==> src/rtl/demux_l2_sched_pkg.sv <==
// Shared encodings for the level-2 demux scheduler: FSM states, routing modes
// and demux select values.
package demux_l2_sched_pkg;

  typedef enum logic [1:0] {
    ST_INIT    = 2'd0,
    ST_IDLE    = 2'd1,
    ST_ACTIVE  = 2'd2,
    ST_BLOCKED = 2'd3
  } state_t;

  localparam logic MODE_RR    = 1'b0;
  localparam logic MODE_CLASS = 1'b1;

  localparam logic SEL_B = 1'b0;
  localparam logic SEL_C = 1'b1;

endpackage

==> src/rtl/demux_l2_sched_arb2.sv <==
// Combinational 2-way arbiter: picks the destination branch for the head word
// and reports whether that branch can take it.
module sched_arb2
  import demux_l2_sched_pkg::*;
(
  input  logic mode_reg,
  input  logic rr_ptr,
  input  logic class_bit,
  input  logic almost_full_B,
  input  logic almost_full_C,
  output logic grant,
  output logic dest
);

  logic af_ptr_s;
  logic af_alt_s;

  // Back-pressure seen by the round-robin favourite and by the other branch
  always_comb begin
    af_ptr_s = 1'b0;
    af_alt_s = 1'b0;
    if (rr_ptr == SEL_C) begin
      af_ptr_s = almost_full_C;
      af_alt_s = almost_full_B;
    end else begin
      af_ptr_s = almost_full_B;
      af_alt_s = almost_full_C;
    end
  end

  // Class mode never falls back to the other branch, so the head word can block
  always_comb begin
    grant = 1'b0;
    dest  = SEL_B;
    if (mode_reg == MODE_CLASS) begin
      dest  = class_bit;
      grant = (class_bit == SEL_C) ? ~almost_full_C : ~almost_full_B;
    end else if (!af_ptr_s) begin
      dest  = rr_ptr;
      grant = 1'b1;
    end else if (!af_alt_s) begin
      dest  = ~rr_ptr;
      grant = 1'b1;
    end else begin
      dest  = rr_ptr;
      grant = 1'b0;
    end
  end

endmodule

==> src/rtl/demux_l2_sched.sv <==
// Level-2 1:2 demux scheduler: pops FIFO A, registers word/valid/select for the
// demux, honours B/C almost_full and tracks per-branch sent counts.
module demux_l2_sched
  import demux_l2_sched_pkg::*;
#(
  parameter int BW = 8,
  parameter int CW = 8
) (
  input  logic          clk,
  input  logic          reset,
  input  logic          init,
  input  logic          mode_in,
  input  logic [BW-1:0] data_in_A,
  input  logic          fifo_empty_A,
  input  logic          almost_full_B,
  input  logic          almost_full_C,
  output logic          pop_A,
  output logic [BW-1:0] out_data,
  output logic          valid_out,
  output logic          select_L2,
  output logic [1:0]    state,
  output logic          idle,
  output logic [CW-1:0] sent_B,
  output logic [CW-1:0] sent_C
);

  state_t        state_r;
  state_t        state_nx_s;
  logic          mode_r;
  logic          rr_ptr_r;
  logic          valid_r;
  logic          sel_r;
  logic          idle_r;
  logic [BW-1:0] data_r;
  logic [CW-1:0] sent_b_r;
  logic [CW-1:0] sent_c_r;
  logic          grant_s;
  logic          dest_s;
  logic          pop_s;

  sched_arb2 u_arb (
    .mode_reg      (mode_r),
    .rr_ptr        (rr_ptr_r),
    .class_bit     (data_in_A[BW-1]),
    .almost_full_B (almost_full_B),
    .almost_full_C (almost_full_C),
    .grant         (grant_s),
    .dest          (dest_s)
  );

  // A pop needs an operational state, no pending init, a head word and a grant
  always_comb begin
    pop_s = 1'b0;
    if ((state_r != ST_INIT) && !init && !fifo_empty_A) begin
      pop_s = grant_s;
    end else begin
      pop_s = 1'b0;
    end
  end

  // Next-state decode
  always_comb begin
    state_nx_s = state_r;
    case (state_r)
      ST_INIT: begin
        state_nx_s = init ? ST_INIT : ST_IDLE;
      end
      ST_IDLE, ST_ACTIVE, ST_BLOCKED: begin
        if (init)              state_nx_s = ST_INIT;
        else if (fifo_empty_A) state_nx_s = ST_IDLE;
        else if (pop_s)        state_nx_s = ST_ACTIVE;
        else                   state_nx_s = ST_BLOCKED;
      end
      default: begin
        state_nx_s = ST_INIT;
      end
    endcase
  end

  // State register plus registered idle flag
  always_ff @(posedge clk or negedge reset) begin
    if (!reset) begin
      state_r <= ST_INIT;
      idle_r  <= 1'b0;
    end else begin
      state_r <= state_nx_s;
      idle_r  <= (state_nx_s == ST_IDLE);
    end
  end

  // Output register, round-robin pointer, mode latch and sent counters
  always_ff @(posedge clk or negedge reset) begin
    if (!reset) begin
      mode_r   <= MODE_RR;
      rr_ptr_r <= SEL_B;
      valid_r  <= 1'b0;
      sel_r    <= SEL_B;
      data_r   <= {BW{1'b0}};
      sent_b_r <= {CW{1'b0}};
      sent_c_r <= {CW{1'b0}};
    end else if (state_r == ST_INIT) begin
      mode_r   <= mode_in;
      rr_ptr_r <= SEL_B;
      valid_r  <= 1'b0;
      sent_b_r <= {CW{1'b0}};
      sent_c_r <= {CW{1'b0}};
    end else begin
      valid_r <= pop_s;
      if (pop_s) begin
        data_r <= data_in_A;
        sel_r  <= dest_s;
        if (dest_s == SEL_C) sent_c_r <= sent_c_r + CW'(1);
        else                 sent_b_r <= sent_b_r + CW'(1);
        if (mode_r == MODE_RR) rr_ptr_r <= ~dest_s;
      end
    end
  end

  assign pop_A     = pop_s;
  assign out_data  = data_r;
  assign valid_out = valid_r;
  assign select_L2 = sel_r;
  assign state     = state_r;
  assign idle      = idle_r;
  assign sent_B    = sent_b_r;
  assign sent_C    = sent_c_r;

endmodule
==> config.mk <==
export PLATFORM = sky130hd
export DESIGN_NAME = demux_l2_sched
export DESIGN_NICKNAME = d
export VERILOG_FILES = /design/src/rtl/demux_l2_sched_pkg.sv /design/src/rtl/demux_l2_sched_arb2.sv /design/src/rtl/demux_l2_sched.sv
export SDC_FILE = /design/constraint.sdc
export NUM_CORES = 1
export LEC_CHECK = 0
export ABC_AREA = 1
export CAP_MARGIN = 30
export CORE_ASPECT_RATIO = 1.75
export CORE_MARGIN = 3
export CORE_UTILIZATION = 42
export DETAILED_ROUTE_END_ITERATION = 6
export GPL_ROUTABILITY_DRIVEN = 1
export PLACE_DENSITY = 0.75
export SYNTH_ARGS = -nofsm -noshare
export SYNTH_HDL_FRONTEND = slang
export SYNTH_HIERARCHICAL = 1
export SYNTH_SLANG_ARGS = --single-unit
==> constraint.sdc <==
create_clock -name clk -period 1.4 [get_ports clk]
set_clock_uncertainty 0.05 [all_clocks]
set_input_delay 0.14 -clock clk [delete_from_list [all_inputs] [get_ports clk]]
set_output_delay 0.14 -clock clk [all_outputs]
set_load 0.02 [all_outputs]
==> impl_metrics.py <==
metrics = {
    "place": {
        "gp_congestion": 0.809,
        "numPortBuffers": 44,
        "pre_cts_ws_ns": -0.457,
        "dp.final_hpwl_um": 2640,
        "placed_cells": 304,
    },
    "grt": {
        "overflow": 0,
        "grt_max_degree": 32,
        "grtUsageTotal": 0.189,
        "grt_pass1_wl_um": 6460,
        "antenna_found_initial": 0,
        "grt_pass1_vias": 1466,
    },
    "routing": {
        "vias": 1501,
        "totalWireLength_um": 3640,
        "dr.pass1.iters": 4,
        "drc": 0,
        "drt_iter0_drc": 11,
        "drt-vias-per-instance": 4.75,
        "postRouteAntennaNets": 0,
        "wl_per_cell_um": 11.5,
    },
    "power": {
        "max-vdd-ir-drop_v": 0.000700,
        "power_mw": 2.22,
        "p_leak_nw": 1.31,
        "power_density_mw_per_mm2": 955,
    },
    "synthesis": {
        "synth_edf_count": 0,
        "synth.area.top_cells": "dfrtp_1 (49%), nand2_1 (23%), nand4_1 (4.7%)",
        "syn_area_per_cell_sq_um": 7.79,
        "synth_most_common_cell": "nand2_1",
        "synth-seq-cells": 31,
        "synth.yosys.warnings": 6,
        "synth_area_sq_mm": 0.00158,
        "seq_area_frac_synth": 0.491,
        "syn_inst": 203,
        "synth_top_cell_by_area": "dfrtp_1",
        "ys.flop_type": "dfrtp_1",
        "syn_nets": 220,
        "async_flop_share": 1.00,
        "yosys-top-cells-count": "nand2_1 (98), dfrtp_1 (31), inv_1 (13), nor2_1 (13), nand4_1 (12)",
        "synth_top_cell_area_share": 0.491,
        "yosysUniqueCellTypes": 23,
    },
    "floorplanning": {
        "start_util": 0.451,
        "coreArea_sq_mm": 0.00350,
        "die-area_sq_mm": 0.00457,
        "rows": 28,
        "io_pins": 45,
        "die_w_um": 52.4,
        "die_h_um": 87.2,
    },
    "finish": {
        "multi_input_area_sq_um": 757,
        "stdcell_count": 316,
        "final_util": 0.663,
        "area_delta_synth_final_pct": 46.8,
        "drive_gt1_frac": 0.196,
        "seqCellArea_sq_um": 776,
        "fillers": 318,
        "layout.nets": 287,
        "diodes": 0,
    },
    "clocking": {
        "cts_hold_buf": 0,
        "cts_made_buffers": 5,
        "tritoncts": "done",
        "cts_sinks": 31,
        "htree_levels": 2,
        "root_buffer": "clkbuf_8",
        "clock_latency_ns": 0.28,
        "clk_pin_slew_ns": 0.07,
        "cts_buffer_depth": 2,
    },
    "setup_path": {
        "crit_start": "mode_r",
        "path_cells": "buf_6 > nor2_4 > nand2_2 > nand2_2 > buf_6 > nor2_8 > nor2_4 > nand2_1 > nand2_1",
        "critPathLaunchType": "flip-flop",
        "max_stage_delay_ns": 0.42,
        "cpLargestDelayFamily": "simple AND/OR/NAND/NOR gates",
        "cp_slowest_cell": "dfrtp_1",
        "crit_arrival_ns": 1.63,
        "r2r_start": "mode_r",
        "required_ns": 1.57,
        "crit_fanout": 8,
        "worst_setup_path_end_kind": "flip-flop",
        "worst-path-buf-inv": 2,
        "crit_type": "reg2reg",
    },
    "sta": {
        "worst_slack_ns": -0.0588,
        "setup_violations": 17,
        "maxSlewHeadroom": 0.844,
        "rsz0062_at_grt": "yes",
        "hold_viol": 0,
        "max_freq_mhz": 686,
        "layout_min_cycle_time_ns": 1.46,
        "worst_pin_slew_ns": 0.233,
        "whs_ns": 0.165,
        "slew_violations": 0,
        "finalCritPeriodShare": 1.04,
    },
    "status": {
        "violations": "negative setup slack",
        "status": "complete, but fails checks",
    },
    "hold_path": {
        "min-delay-path-class": "in2async",
    },
    "flow_run": {
        "maxCapViolations": 0,
    },
}
## cells by family after synthesis
group	synth area share
simple gates	0.411
flops	0.491
buf+inv	0.0577
compound gates	0.0190
fa+ha+maj	0.0158
xor+xnor	0.00554
## metal layers
metal / global-route usage / share of wire / vias up
met1: 0.201 / 0.38 / 674
met4: 0.100 / 0.029 / 0
met3: 0.0532 / 0.059 / 10
li1: - / - / 770
met5: 0 / 0 / -
met2: 0.327 / 0.53 / 47
## registers in the layout (all words and copies together) (netlist names)
signal     cells
state          2
sent_C         8
idle           1
select_L2      1
sent_B         8
out_data       8
rr_ptr_r       1
valid_out      1
mode_r         1
## worst reg2reg max path, delay by kind of cell (launching register included)
kind | cells | cell delay, ns
flops | 1 | 0.42
buf+inv | 2 | 0.27
simple gates | 7 | 0.66
## through the flow
step / TNS, ns / instance area (sq um)
after floorplan: 0 / 1580
after global placement: -7.37 / 2180
after detailed placement: -7.86 / 2180
after CTS: -0.709 / 2250
after global routing: -2.85 / 2320
final: -0.613 / 2320
## where the power goes
part	total, mW	internal, mW	switching, mW
Clock	0.666	0.348	0.318
Sequential	1.03	0.977	0.0498
Combinational	0.524	0.222	0.302
## worst paths after layout
check                              end  slack [ns]  cells after the start
max reg2reg                  sent_B[2]       -0.06                      9
min in group clk           out_data[0]        0.34                      3
min reg2reg                out_data[4]        0.42                      2
min                          sent_B[5]        0.17                      2
max in group asynchronous    sent_C[5]        0.96                      2
max                          sent_B[2]       -0.06                      9
## layout make-up
cell class,count,share of cell area
Timing Repair Buffer,62,0.250
Inverter,19,0.0307
Sequential cell,31,0.334
Clock buffer,7,0.0329
Multi-Input combinational cell,151,0.326
Clock inverter,1,0.00216
Tap cell,45,0.0243
## cell usage in the layout, fill, tap and decap left out, drive strengths merged
master / n
dlymetal6s2s: 1
ha: 2
or2: 5
o21ai: 3
dfrtp: 31
nand3: 8
buf: 19
xor2: 1
clkinv: 1
clkdlybuf4s50: 13
inv: 19
clkbuf: 7
o21bai: 1
nand4: 12
nor2: 19
dlygate4sd2: 29
nand2: 99
o211ai: 1
## what timing repair did
item	4_1_cts	5_1_grt
setup endpoints to repair	47	19
pin swaps	1	13
buffers inserted	0	3
resized for setup	37	17
gates cloned	1	0
No activity file was read; power rests on OpenSTA's default activity.
